--- config.mk ---
export PLATFORM = sky130hd
export DESIGN_NAME = sgpr_wr_arbiter
export DESIGN_NICKNAME = d
export VERILOG_FILES = /design/src/rtl/sgpr_arb_pkg.sv /design/src/rtl/rr_pick.sv /design/src/rtl/sgpr_wr_arbiter.sv
export SDC_FILE = /design/constraint.sdc
export NUM_CORES = 1
export LEC_CHECK = 0
export BUFFER_PORTS_ARGS = -buffer_cell sky130_fd_sc_hd__buf_4
export CAP_MARGIN = 20
export CORE_AREA = 2 2 120 122
export DETAILED_ROUTE_END_ITERATION = 8
export DIE_AREA = 0 0 122 124
export PLACE_DENSITY = 0.71
export SLEW_MARGIN = 25
export SYNTH_ARGS = -nofsm -noshare
export SYNTH_HDL_FRONTEND = slang
export SYNTH_SLANG_ARGS = --single-unit
--- constraint.sdc ---
create_clock -name clk -period 4.2 [get_ports clk]
set_input_delay 0 -clock clk [delete_from_list [all_inputs] [get_ports clk]]
set_output_delay 0 -clock clk [all_outputs]
set_load 0.1 [all_outputs]
--- src/rtl/sgpr_arb_pkg.sv ---
// Shared constants for the SGPR write-port arbiter and its requesters.
// Latency: none (package only).
// Backpressure: none (package only).
// Contents: requester index map, SGPR index width, word-enable encodings,
//           and the round-robin pointer advance helper.
package sgpr_arb_pkg;

   // Requester bit positions in req_valid / req_hold / grant
   localparam int REQ_SALU = 0;
   localparam int REQ_VALU = 1;
   localparam int REQ_LSU  = 2;

   // SGPR index width, matches dst_reg[8:0]
   localparam int SGPR_ADDR_W = 9;

   // Word enables, {hi,lo}
   localparam logic [1:0] WORD_EN_NONE = 2'b00;
   localparam logic [1:0] WORD_EN_LO   = 2'b01;
   localparam logic [1:0] WORD_EN_HI   = 2'b10;
   localparam logic [1:0] WORD_EN_64   = 2'b11;

   // Pointer value after granting index w: one past the winner, wrapping at n.
   function automatic int rr_next(input int w, input int n);
      return (w == n - 1) ? 0 : w + 1;
   endfunction

endpackage

--- src/rtl/rr_pick.sv ---
// Combinational round-robin one-hot picker (shared by SGPR and VGPR write ports).
// Latency: 0 cycles, pure combinational.
// Backpressure: none; losers are identified by req & ~win in the caller.
// Ports: req  - request vector, bit i = requester i
//        ptr  - index where the scan starts; caller keeps it below N
//        win  - one-hot winner, all zero when req is zero
module rr_pick #(
   parameter int N     = 3,
   parameter int PTR_W = 3
) (
   input  logic [N-1:0]     req,
   input  logic [PTR_W-1:0] ptr,
   output logic [N-1:0]     win
);

   int   idx;
   logic found;

   // Walk the N positions starting at ptr; the first set request wins.
   always_comb begin
      win   = '0;
      found = 1'b0;
      idx   = 0;
      for (int k = 0; k < N; k++) begin
         idx = int'(ptr) + k;
         if (idx >= N) begin
            idx = idx - N;
         end
         if (!found && req[idx]) begin
            win[idx] = 1'b1;
            found    = 1'b1;
         end
      end
   end

endmodule

--- src/rtl/sgpr_wr_arbiter.sv ---
// SGPR write-port arbiter: round-robin among SALU / VALU / LSU write requests.
// Latency: 1 cycle from winning request to registered SGPR write port.
// Backpressure: losers see req_hold combinationally in the same cycle and must
//               keep valid/addr/data/wr_en stable until granted.
// Ports: clk, rst (async, active-high)
//        req_valid/req_addr/req_data/req_wr_en - packed per-requester requests
//        req_hold  - combinational stall per requester (held by rst as well)
//        grant     - registered one-hot owner of the current write-port cycle
//        sgpr_wr_en/sgpr_wr_addr/sgpr_wr_data - registered SGPR write port
//        conflict_cnt - saturating count of multi-request cycles, only when
//                       SGPR_ARB_STATS_EN is defined
module sgpr_wr_arbiter
   import sgpr_arb_pkg::*;
#(
   parameter int NUM_REQ = 3,
   parameter int ADDR_W  = SGPR_ADDR_W,
   parameter int DATA_W  = 64,
   parameter int PTR_W   = 3
) (
   input  logic                      clk,
   input  logic                      rst,
   input  logic [NUM_REQ-1:0]        req_valid,
   input  logic [NUM_REQ*ADDR_W-1:0] req_addr,
   input  logic [NUM_REQ*DATA_W-1:0] req_data,
   input  logic [NUM_REQ*2-1:0]      req_wr_en,
   output logic [NUM_REQ-1:0]        req_hold,
   output logic [NUM_REQ-1:0]        grant,
   output logic [1:0]                sgpr_wr_en,
   output logic [ADDR_W-1:0]         sgpr_wr_addr,
   output logic [DATA_W-1:0]         sgpr_wr_data
`ifdef SGPR_ARB_STATS_EN
   ,
   output logic [15:0]               conflict_cnt
`endif
);

   logic [NUM_REQ-1:0] win;
   logic               any_win;
   logic [PTR_W-1:0]   rr_ptr;
   logic [PTR_W-1:0]   rr_ptr_nxt;
   logic [ADDR_W-1:0]  sel_addr;
   logic [DATA_W-1:0]  sel_data;
   logic [1:0]         sel_en;

   rr_pick #(
      .N     (NUM_REQ),
      .PTR_W (PTR_W)
   ) u_pick (
      .req (req_valid),
      .ptr (rr_ptr),
      .win (win)
   );

   assign any_win = |win;

   // While in reset nothing is granted, so every active requester is stalled.
   assign req_hold = rst ? req_valid : (req_valid & ~win);

   // Winner mux and pointer advance; win is one-hot so at most one slot matches.
   always_comb begin
      sel_addr   = '0;
      sel_data   = '0;
      sel_en     = WORD_EN_NONE;
      rr_ptr_nxt = rr_ptr;
      for (int i = 0; i < NUM_REQ; i++) begin
         if (win[i]) begin
            sel_addr   = req_addr[i*ADDR_W +: ADDR_W];
            sel_data   = req_data[i*DATA_W +: DATA_W];
            sel_en     = req_wr_en[i*2 +: 2];
            rr_ptr_nxt = PTR_W'(rr_next(i, NUM_REQ));
         end
      end
   end

   // Async reset also kills a write that is already sitting in the port register.
   always_ff @(posedge clk or posedge rst) begin
      if (rst) begin
         grant        <= '0;
         sgpr_wr_en   <= WORD_EN_NONE;
         sgpr_wr_addr <= '0;
         sgpr_wr_data <= '0;
         rr_ptr       <= '0;
      end else begin
         grant      <= win;
         sgpr_wr_en <= any_win ? sel_en : WORD_EN_NONE;
         // Address/data only move on a real grant so an idle port stays quiet.
         if (any_win) begin
            sgpr_wr_addr <= sel_addr;
            sgpr_wr_data <= sel_data;
         end
         rr_ptr <= rr_ptr_nxt;
      end
   end

`ifdef SGPR_ARB_STATS_EN
   // Cycles where two or more requesters competed for the port.
   always_ff @(posedge clk or posedge rst) begin
      if (rst) begin
         conflict_cnt <= '0;
      end else if (($countones(req_valid) > 1) && (conflict_cnt != 16'hFFFF)) begin
         conflict_cnt <= conflict_cnt + 16'd1;
      end
   end
`endif

endmodule

Word-level counts from Yosys, hierarchy flattened
Cells that the tools add are included.
{ "totals": {"reg_bits": 81, "output_inout_bits": 81, "wordCells": 69} }
{ "classes": {"add_sub_neg": 5, "magnitude_cmp": 9, "muxes": 37, "bitwise": 4, "n_reduce_logical": 9} }
{ "ops": {"columns": ["cell", "count"], "rows": [
  ["two-way mux 64 bit", 3],
  ["greater-or-equal comparator 32 x 1 -> 1 bit, second input constant", 3],
  ["< comparator 32 x 4 -> 1 bit, second input constant", 3],
  ["two-way mux 32 bit", 3],
  ["greater-or-equal comparator 32 x 3 -> 1 bit, second input constant", 2],
  ["subtractor 32 x 3 -> 32 bit, second input constant", 2],
  ["two-way mux 9 bit", 3],
  ["two-way mux 3 bit", 7],
  ["two-way mux 1 bit", 11],
  ["two-way mux 2 bit", 4],
  ["binary-select mux 1 bit (select 2 bit)", 3],
  ["demux 1 bit (select 2 bit)", 3],
  ["bitwise OR 3 bit", 2],
  ["logical AND 1 bit", 5],
  ["adder 3 x 1 -> 4 bit, second input constant", 1],
  ["adder 3 x 2 -> 4 bit, second input constant", 1],
  ["subtractor 3 x 2 -> 4 bit, second input constant", 1],
  ["AND 3 bit", 1],
  ["greater-or-equal comparator 3 x 2 -> 1 bit, second input constant", 1],
  ["inverter 3 bit", 1],
  ["nonzero test 3 bit", 1],
  ["OR reduction 3 bit", 1],
  ["logical NOT 1 bit", 2]
]} }

Longest topological paths before layout
Gate-level depths: netlist of the first run.
{ "depth": {"word_depth": 16, "mapped_depth": 12, "depth_no_buf": 9} }

Hierarchy
From an unflattened synthesis of the first run, not the netlist that was laid out.
{ "unflattened": {"cells_unflattened": 439, "area_unflattened_um2": 4443.0} }
{ "by_module_without_submodules": {"columns": ["mod", "instances", "cells_per_inst", "area_per_inst_um2", "seq_area_each_um2"], "rows": [
  ["sgpr_wr_arbiter", 1, 362, 3880.0, 2001.9],
  ["rr_pick", 1, 77, 563.0, 0.0]
]} }

Worst setup path after synthesis of the first run
OpenSTA, ideal clock, no wires.
{ "synth_timing": {"path_kind": "reg2out", "from": "register rr_ptr[1]", "to": "output port req_hold[2]", "t_arrival_ns": 3.840, "required_ns": 4.200, "setup_slack_ns": 0.360, "stages_incl_launch_ff": 10, "path_buffers": 1, "path_cell_list": "dfrtp_1 -> inv_1 -> ha_1 -> nand2b_1 -> mux2_1 -> nand2_1 -> a31o_4 -> clkinv_2 -> buf_2 -> a21boi_0"} }
{ "synth_between": {"elab_chain_len": 15, "elab_cells_between_ends": 49} }
{ "synth_lines": {"columns": ["element", "line_no", "text"], "rows": [
  ["from (decl)", "sgpr_wr_arbiter.sv:39", "logic [PTR_W-1:0] rr_ptr;"],
  ["from (signal assigned)", "sgpr_wr_arbiter.sv:91", "rr_ptr <= rr_ptr_nxt;"],
  ["parallel branches: the longest is 11 deep, another holds subtractor 32 x 3 -> 32 bit", null, null],
  ["two-way mux 3 bit (*)", "rr_pick.sv:29", "if (!found && req[idx]) begin"],
  ["via u_pick.win[2]", "rr_pick.sv:13", "output logic [N-1:0] win"],
  ["inverter 3 bit (*)", "sgpr_wr_arbiter.sv:57", "assign req_hold = rst ? req_valid : (req_valid & ~win);"],
  ["AND 3 bit (*)", "sgpr_wr_arbiter.sv:57", null],
  ["two-way mux 3 bit (*)", "sgpr_wr_arbiter.sv:57", null],
  ["to (decl)", "sgpr_wr_arbiter.sv:26", "output logic [NUM_REQ-1:0] req_hold,"]
]} }
Mark *: on every way through the listed nets, which the timed path passes. The select of a mux whose other input is x is not followed.

Final worst setup path of the first run
{ "layout_timing": {"from": "register rr_ptr[1]", "to": "register sgpr_wr_en[0]"} }
{ "layout_between": {"elab_chain_len": 16, "elab_cells_between_ends": 51} }
{ "layout_lines": {"columns": ["element", "line_no", "text"], "rows": [
  ["parallel branches: the longest is 11 deep, another holds subtractor 32 x 3 -> 32 bit", null, null],
  ["two-way mux 3 bit (*)", "rr_pick.sv:29", null],
  ["two-way mux 2 bit (3 in series)", "sgpr_wr_arbiter.sv:66", "if (win[i]) begin"],
  ["two-way mux 2 bit (*)", "sgpr_wr_arbiter.sv:85", "sgpr_wr_en <= any_win ? sel_en : WORD_EN_NONE;"],
  ["to (signal assigned)", "sgpr_wr_arbiter.sv:85", null],
  ["to (decl)", "sgpr_wr_arbiter.sv:28", "output logic [1:0] sgpr_wr_en,"]
]} }
Every way passes the cells marked *. The select of a mux whose other input is x is not followed.
A chain may end at the register's enable or synchronous reset.

==> flow_summary.toml, run 1 <==
[logic_synthesis]
synth_mux_area_share_pct = 0.9911
synth_area_in_compound_gates_pct = 36.33
yosys.cell_count.top_type = "sky130_fd_sc_hd__dfrtp_1"
synth_top_family_by_area = "compound AO/OA/AOI/OAI gates"
share_of_yosys_cell_area_claimed_by_the_top_area_cell_type_pct = 38.68
syn-cell-area_sq_um = 5176
synth_warnings = 0
synth_edf_count = 0
syn-instance-count = 471
synth_seq_cells = 80
yosys.area_share.adder_pct = 0.9669
netlist.top_cell.by_area = "sky130_fd_sc_hd__dfrtp_1"
synthXorXnorAreaFrac_pct = 0
async_flop_share_pct = 100.0
synth_nets = 705
yosysSeqAreaShare_pct = 38.68
synth_simple_gate_area_share_pct = 16.41
post_synth_num_cell_types = 39
ys_dominant_reg_cell = "sky130_fd_sc_hd__dfrtp_1"
syn_avg_cell_area_sq_um = 10.99
synth_common_cells = "sky130_fd_sc_hd__dfrtp_1 (80), sky130_fd_sc_hd__nand2_1 (75), sky130_fd_sc_hd__nand2b_1 (74)"
synth.area.top_cells = "sky130_fd_sc_hd__dfrtp_1 (39%), sky130_fd_sc_hd__a2bb2oi_2 (20%), sky130_fd_sc_hd__nand2b_1 (8.9%)"

[setup_path]
timing.setup.critical_path_class = "reg -> reg"
cells_traversed_along_the_worst_timing_path = "inv_1 > ha_1 > nand2b_1 > mux2_1 > nand2_1 > a31o_4 > clkinv_2 > buf_4 > a21oi_1 > a21oi_1 > dlygate4sd3_1"
rr_startpoint = "rr_ptr[1]$_DFFE_PP0P_"
library_cell_contributing_the_largest_single_delay_on_the_critical_path = "sky130_fd_sc_hd__dlygate4sd3_1"
worst_r2r_path_depth = 11
worst-r2r-setup-slack_ns = 0.62
slowest_delay_ns = 0.56
end_kind = "flop"
worst_ep_arrival_time_ns = 3.80
worstPathBufferInverterCount = 4
required_arrival_time_at_the_worst_endpoint_ns = 4.42
cp_max_fo = 33
setup.worst_path.start_class = "flop"
r2r-end = "sgpr_wr_en[0]$_DFF_PP0_"
crit_family = "buffers and inverters"
cp_common_cell = "sky130_fd_sc_hd__a21oi_1"

[sta]
rsz_0062_raised_after_global_routing = "false"
slew_headroom_pct = 35.27
finalClockSkew_ns = 0.007187
final_setup_fails = 0
setup-tns-final_ns = 0
slew_violations = 0
clock.fmax_mhz = 279.2
hold_violation_count_in_the_final_report = 0
final_period_minus_worst_setup_slack_ns = 3.581
transition_time_of_the_tightest_slew_check_pin_ns = 0.9710
fin_crit_sh_pct = 85.27

[hold_path]
holdPathStages = 3
min_path_type = "in -> reg"
min_from = "req_data[46]"
hold_path_end = "sgpr_wr_data[46]$_DFFE_PP0P_"

[status]
status = "finished clean"

[finish]
stdcell_count = 1017
final_layout_size_suffix_gt1_share_pct = 49.34
final_util_pct = 62.82
antenna_cells = 0
final_net_count = 1066
sequential_cell_area_sq_um = 2002
synthToLayoutAreaGrowth_pct = 66.50
count_of_fill_cells_added_during_filler_insertion = 1122
multi_input_comb_area_sq_um = 2831

[clocking]
cts_root_buf = "sky130_fd_sc_hd__clkbuf_16"
resized_after_cts = 0
clock_buffers_created_by_tritoncts = 9
clock_sink_count = 80
worst_setup_hold_path_clk_slew_ns = 0.06
worstSkewPairLatency_ns = 0.34
cts.path.max_buffers = 2
cts_tree = "done"
htree_num_levels = 3

[global_routing]
gr-usage-met3_pct = 4.075
globalRouteMet1Util_pct = 28.03
grt_pass1_vias = 5766
global_route.usage.total_pct = 24.74
grt.busiest_layer = "met2"
pin_count_of_the_biggest_net_entering_global_routing = 74
gr-usage-met2_pct = 45.74
grt_antenna_before_repair = 0
overall_overflow_remaining_after_global_route = 0
grt_pass1_wl_mm = 28.91

[placed_design]
dp_hpwl_mm = 13.30
buffer_ports.inserted = 310
routability_cong = 0.8755
post-place-cells = 923

[routing]
routed_wire_length_per_instance_microns = 18.83
via_count = 5499
detailedRoute.firstIterationViolations = 306
drt_first_pass_iters = 4
ant_nets = 0
drt_drc_violations_left = 0
drt_wl_total_mm = 19.15
drt-vias-per-instance = 5.407

[floorplan]
start_util_pct = 37.73
die_boundary_height_microns = 124
core-area_sq_um = 13720
die_w_microns = 122
io_pins = 311
fp-row-count = 43
fp.dieArea_sq_um = 15130

[job]
max_capacitance_violation_count = 0
## kinds of logic after synthesis
family,Yosys count
flip-flops,80
AO/OA/AOI/OAI,164
adder cells (fa/ha/maj),4
multiplexers,5
buffers and inverters,53
AND/OR/NAND/NOR,165
## state kept, by name, indices dropped and copies added (netlist names)
| name | flops |
|---|---|
| grant | 3 |
| rr_ptr | 2 |
| sgpr_wr_addr | 9 |
| sgpr_wr_data | 64 |
| sgpr_wr_en | 2 |
## worst max-delay path by stage
| stage | start | end | slack, ns | cells past startpoint |
|---|---|---|---|---|
| global placement | rr_ptr[1]$_DFFE_PP0P_ | sgpr_wr_data[54]$_DFFE_PP0P_ | 1.18 | 10 |
| CTS | rr_ptr[1]$_DFFE_PP0P_ | sgpr_wr_en[0]$_DFF_PP0_ | 0.62 | 11 |
| global route | rr_ptr[1]$_DFFE_PP0P_ | sgpr_wr_en[0]$_DFF_PP0_ | 0.41 | 11 |
| finish | rr_ptr[1]$_DFFE_PP0P_ | sgpr_wr_en[0]$_DFF_PP0_ | 0.62 | 11 |
| floorplan | rr_ptr[1]$_DFFE_PP0P_ | req_hold[2] | 0.36 | 9 |
| detailed placement | rr_ptr[1]$_DFFE_PP0P_ | sgpr_wr_data[51]$_DFFE_PP0P_ | 1.08 | 10 |
## through the flow
| step | cell area [sq um] | worst slack [ns] | hold WS, ns |
|---|---|---|---|
| floorplan | 5176 | 0.3604 | 0.1298 |
| global placement | 7491 | 1.179 | 0.2007 |
| detailed placement | 7491 | 1.082 | 0.2119 |
| CTS | 8618 | 0.6238 | 0.008127 |
| global route | 8618 | 0.4072 | 0.02539 |
| finish | 8618 | 0.6187 | 0.02429 |
## per-layer routing
layer	wire, microns	part of all wire (%)	vias to the layer above
li1	-	-	2517
met1	7261	38	2687
met2	10210	53	254
met3	1187	6.2	41
met4	495	2.6	0
met5	0	0	-
## final cells by class
class,count,share of cell area [%]
Clock buffer,11,2.816
Clock inverter,5,1.205
Inverter,6,0.2904
Multi-Input combinational cell,338,32.85
Sequential cell,80,23.23
Tap cell,180,2.613
Timing Repair Buffer,397,36.99
## layout by cell type (no fill, tap or decap), drive strengths merged
cell | netlist | layout
buf | 33 | 319
dfrtp | 80 | 80
dlygate4sd3 | 0 | 78
nand2 | 76 | 76
nand2b | 74 | 74
a2bb2oi | 73 | 73
o311ai | 73 | 73
clkbuf | 14 | 11
nor2 | 5 | 5
a21oi | 5 | 5
mux2i | 4 | 4
ha | 4 | 4
inv | 5 | 4
clkinv | 1 | 4
o21ai | 4 | 4
nor2b | 3 | 3
bufinv | 0 | 3
a21boi | 3 | 3
nand4b | 2 | 2
nand3b | 1 | 1
and2 | 1 | 1
nor4bb | 1 | 1
a31oi | 1 | 1
nand4 | 1 | 1
a221oi | 1 | 1
mux2 | 1 | 1
or3b | 1 | 1
a31o | 1 | 1
a21o | 1 | 1
o211ai | 1 | 1
o211a | 1 | 1
## what timing repair did
action / 4_1_cts / 5_1_grt
endpoints found under the hold margin: 120 / 0
hold buffers: 78 / 0
setup buffers: 0 / 0
## worst reg2reg max path, stage by stage, from the launching register on
cell and delay (ns):
sky130_fd_sc_hd__dfrtp_1 0.41, sky130_fd_sc_hd__inv_1 0.09, sky130_fd_sc_hd__ha_1 0.21, sky130_fd_sc_hd__nand2b_1 0.19, sky130_fd_sc_hd__mux2_1 0.34, sky130_fd_sc_hd__nand2_1 0.09, sky130_fd_sc_hd__a31o_4 0.42, sky130_fd_sc_hd__clkinv_2 0.51
sky130_fd_sc_hd__buf_4 0.41, sky130_fd_sc_hd__a21oi_1 0.16, sky130_fd_sc_hd__a21oi_1 0.08, sky130_fd_sc_hd__dlygate4sd3_1 0.56
Power of run 1 is left out: the tool's default activity adds up to more than one toggle a clock period on the data nets, which glitch-free logic cannot reach.
==> run 2, diff against run 1 <==
--- a/config.mk
+++ b/config.mk
@@ -6,10 +6,10 @@
 export NUM_CORES = 1
 export LEC_CHECK = 0
 export BUFFER_PORTS_ARGS = -buffer_cell sky130_fd_sc_hd__buf_4
-export CAP_MARGIN = 20
 export CORE_AREA = 2 2 120 122
 export DETAILED_ROUTE_END_ITERATION = 8
 export DIE_AREA = 0 0 122 124
+export MAX_ROUTING_LAYER = met4
 export PLACE_DENSITY = 0.71
 export SLEW_MARGIN = 25
 export SYNTH_ARGS = -nofsm -noshare
==> run 2 against run 1 <==
  * Die area unchanged
  * Critical path type unchanged
  * Sequential cell count unchanged
  * Global-route usage increased by 0.71 points
  * Final area unchanged
  * Register-to-register slack about the same
  * Wire length increased by 0.65%
  * Non-clock buffer count unchanged
  * Hold slack got worse by 0.0035 ns
  * Largest cell class unchanged
  * Count of clock-buffer cells in the layout unchanged
  * Clock skew about the same
  * Critical path depth unchanged
  * Critical endpoint unchanged
==> flow_summary.toml, run 2 (same netlist as run 1, synthesis figures left out) <==
[floorplan]
die_boundary_height_microns = 124
fp-row-count = 43
core-area_sq_um = 13720
die_w_microns = 122
start_util_pct = 37.73
io_pins = 311
fp.dieArea_sq_um = 15130

[setup_path]
worstPathBufferInverterCount = 4
timing.setup.critical_path_class = "reg -> reg"
cp_max_fo = 33
setup.worst_path.start_class = "flop"
crit_family = "buffers and inverters"
worst_ep_arrival_time_ns = 3.81
worst-r2r-setup-slack_ns = 0.61
cells_traversed_along_the_worst_timing_path = "inv_1 > ha_1 > nand2b_1 > mux2_1 > nand2_1 > a31o_4 > clkinv_2 > buf_4 > a21oi_1 > a21oi_1 > dlygate4sd3_1"
required_arrival_time_at_the_worst_endpoint_ns = 4.42
slowest_delay_ns = 0.56
library_cell_contributing_the_largest_single_delay_on_the_critical_path = "sky130_fd_sc_hd__dlygate4sd3_1"
cp_common_cell = "sky130_fd_sc_hd__a21oi_1"
end_kind = "flop"

[placed_design]
dp_hpwl_mm = 13.30
routability_cong = 0.8899
buffer_ports.inserted = 310
post-place-cells = 923

[clocking]
htree_num_levels = 3
cts.path.max_buffers = 2
worstSkewPairLatency_ns = 0.34
cts_tree = "done"
clock_sink_count = 80
clock_buffers_created_by_tritoncts = 9
worst_setup_hold_path_clk_slew_ns = 0.06
cts_root_buf = "sky130_fd_sc_hd__clkbuf_16"
post_cts_buffers = 0
cts_hold_repair.buffers = 78
resized_after_cts = 0

[sta]
finalClockSkew_ns = 0.007664
setup-tns-final_ns = 0
clock.fmax_mhz = 278.3
final_setup_fails = 0
transition_time_of_the_tightest_slew_check_pin_ns = 0.9776
rsz_0062_raised_after_global_routing = "false"
hold_violation_count_in_the_final_report = 0
fin_crit_sh_pct = 85.55
slew_violations = 0
final_period_minus_worst_setup_slack_ns = 3.593
slew_headroom_pct = 34.82

[routing]
routed_wire_length_per_instance_microns = 18.95
detailedRoute.firstIterationViolations = 296
drt-vias-per-instance = 5.438
drt_first_pass_iters = 4
ant_nets = 0
via_count = 5530
drt_drc_violations_left = 0
drt_wl_total_mm = 19.28

[finish]
count_of_fill_cells_added_during_filler_insertion = 1122
antenna_cells = 0
final_net_count = 1066
registers.top_by_ff_count = "sgpr_wr_data"
final_common_cell = "sky130_fd_sc_hd__buf_4"
leading_cell_types_in_the_layout_fill_and_taps_excluded = "sky130_fd_sc_hd__buf_4 (318), sky130_fd_sc_hd__dfrtp_1 (80), sky130_fd_sc_hd__dlygate4sd3_1 (78)"
final_layout_size_suffix_gt1_share_pct = 49.34
biggest_regs = "sgpr_wr_data x64, sgpr_wr_addr x9, grant x3"
largest_register_ffs = 64
synthToLayoutAreaGrowth_pct = 66.50
stdcell_count = 1017

[global_routing]
pin_count_of_the_biggest_net_entering_global_routing = 74
overall_overflow_remaining_after_global_route = 0
grt_pass1_wl_mm = 28.92
global_route.usage.total_pct = 25.45
grt_pass1_vias = 5765
grt_antenna_before_repair = 0

[job]
max_capacitance_violation_count = 0

[hold_path]
min_path_type = "in -> reg"

[status]
status = "finished clean"
run 2: cell counts in the layout (fill, tap and decap cells not counted):
Identical to the previous run, type by type.
run 2: path summary, 6_finish.rpt:
kind / from / endpoint / depth (start not counted)
setup / recovery: rr_ptr[1]$_DFFE_PP0P_ / sgpr_wr_en[0]$_DFF_PP0_ / 11
hold / removal: req_data[46] / sgpr_wr_data[46]$_DFFE_PP0P_ / 3
setup reg to reg: rr_ptr[1]$_DFFE_PP0P_ / sgpr_wr_en[0]$_DFF_PP0_ / 11
hold reg to reg: sgpr_wr_data[10]$_DFFE_PP0P_ / sgpr_wr_data[10]$_DFFE_PP0P_ / 1
max in group asynchronous: rst / rr_ptr[1]$_DFFE_PP0P_ / 4
min in group asynchronous: rst / sgpr_wr_data[46]$_DFFE_PP0P_ / 3
run 2: through the flow:
stage	hold slack (ns)	cell area [sq um]	util [%]	setup slack [ns]
after global placement	0.2007	7491	54.60	1.179
after global routing	0.02536	8618	62.82	0.4072
after CTS	0.008127	8618	62.82	0.6238
after floorplan	0.1298	5176	-	0.3604
final	0.02078	8618	62.82	0.6069
after detailed placement	0.2119	7491	54.60	1.082
run 2: cell type report:
cell class / instances / area [sq um] / share of cell area, %
timing repair buffer: 397 / 3188 / 36.99
multi-input combinational: 338 / 2831 / 32.85
sequential: 80 / 2002 / 23.23
clock buffer: 11 / 242.7 / 2.816
tap: 180 / 225.2 / 2.613
clock inverter: 5 / 103.9 / 1.205
inverter: 6 / 25.02 / 0.2904
run 2: worst min-delay path: stages:
cell	delay [ns]
sky130_fd_sc_hd__buf_4	0.08
sky130_fd_sc_hd__o311ai_1	0.10
sky130_fd_sc_hd__a2bb2oi_2	0.14
run 2: layer usage:
metal / global-route usage [%] / part of all wire [%]
met2: 45.74 / 53
met5: - / 0
met1: 28.37 / 38
met3: 3.480 / 5.9
met4: 10.85 / 2.8
Power of run 2 is left out for the same reason.
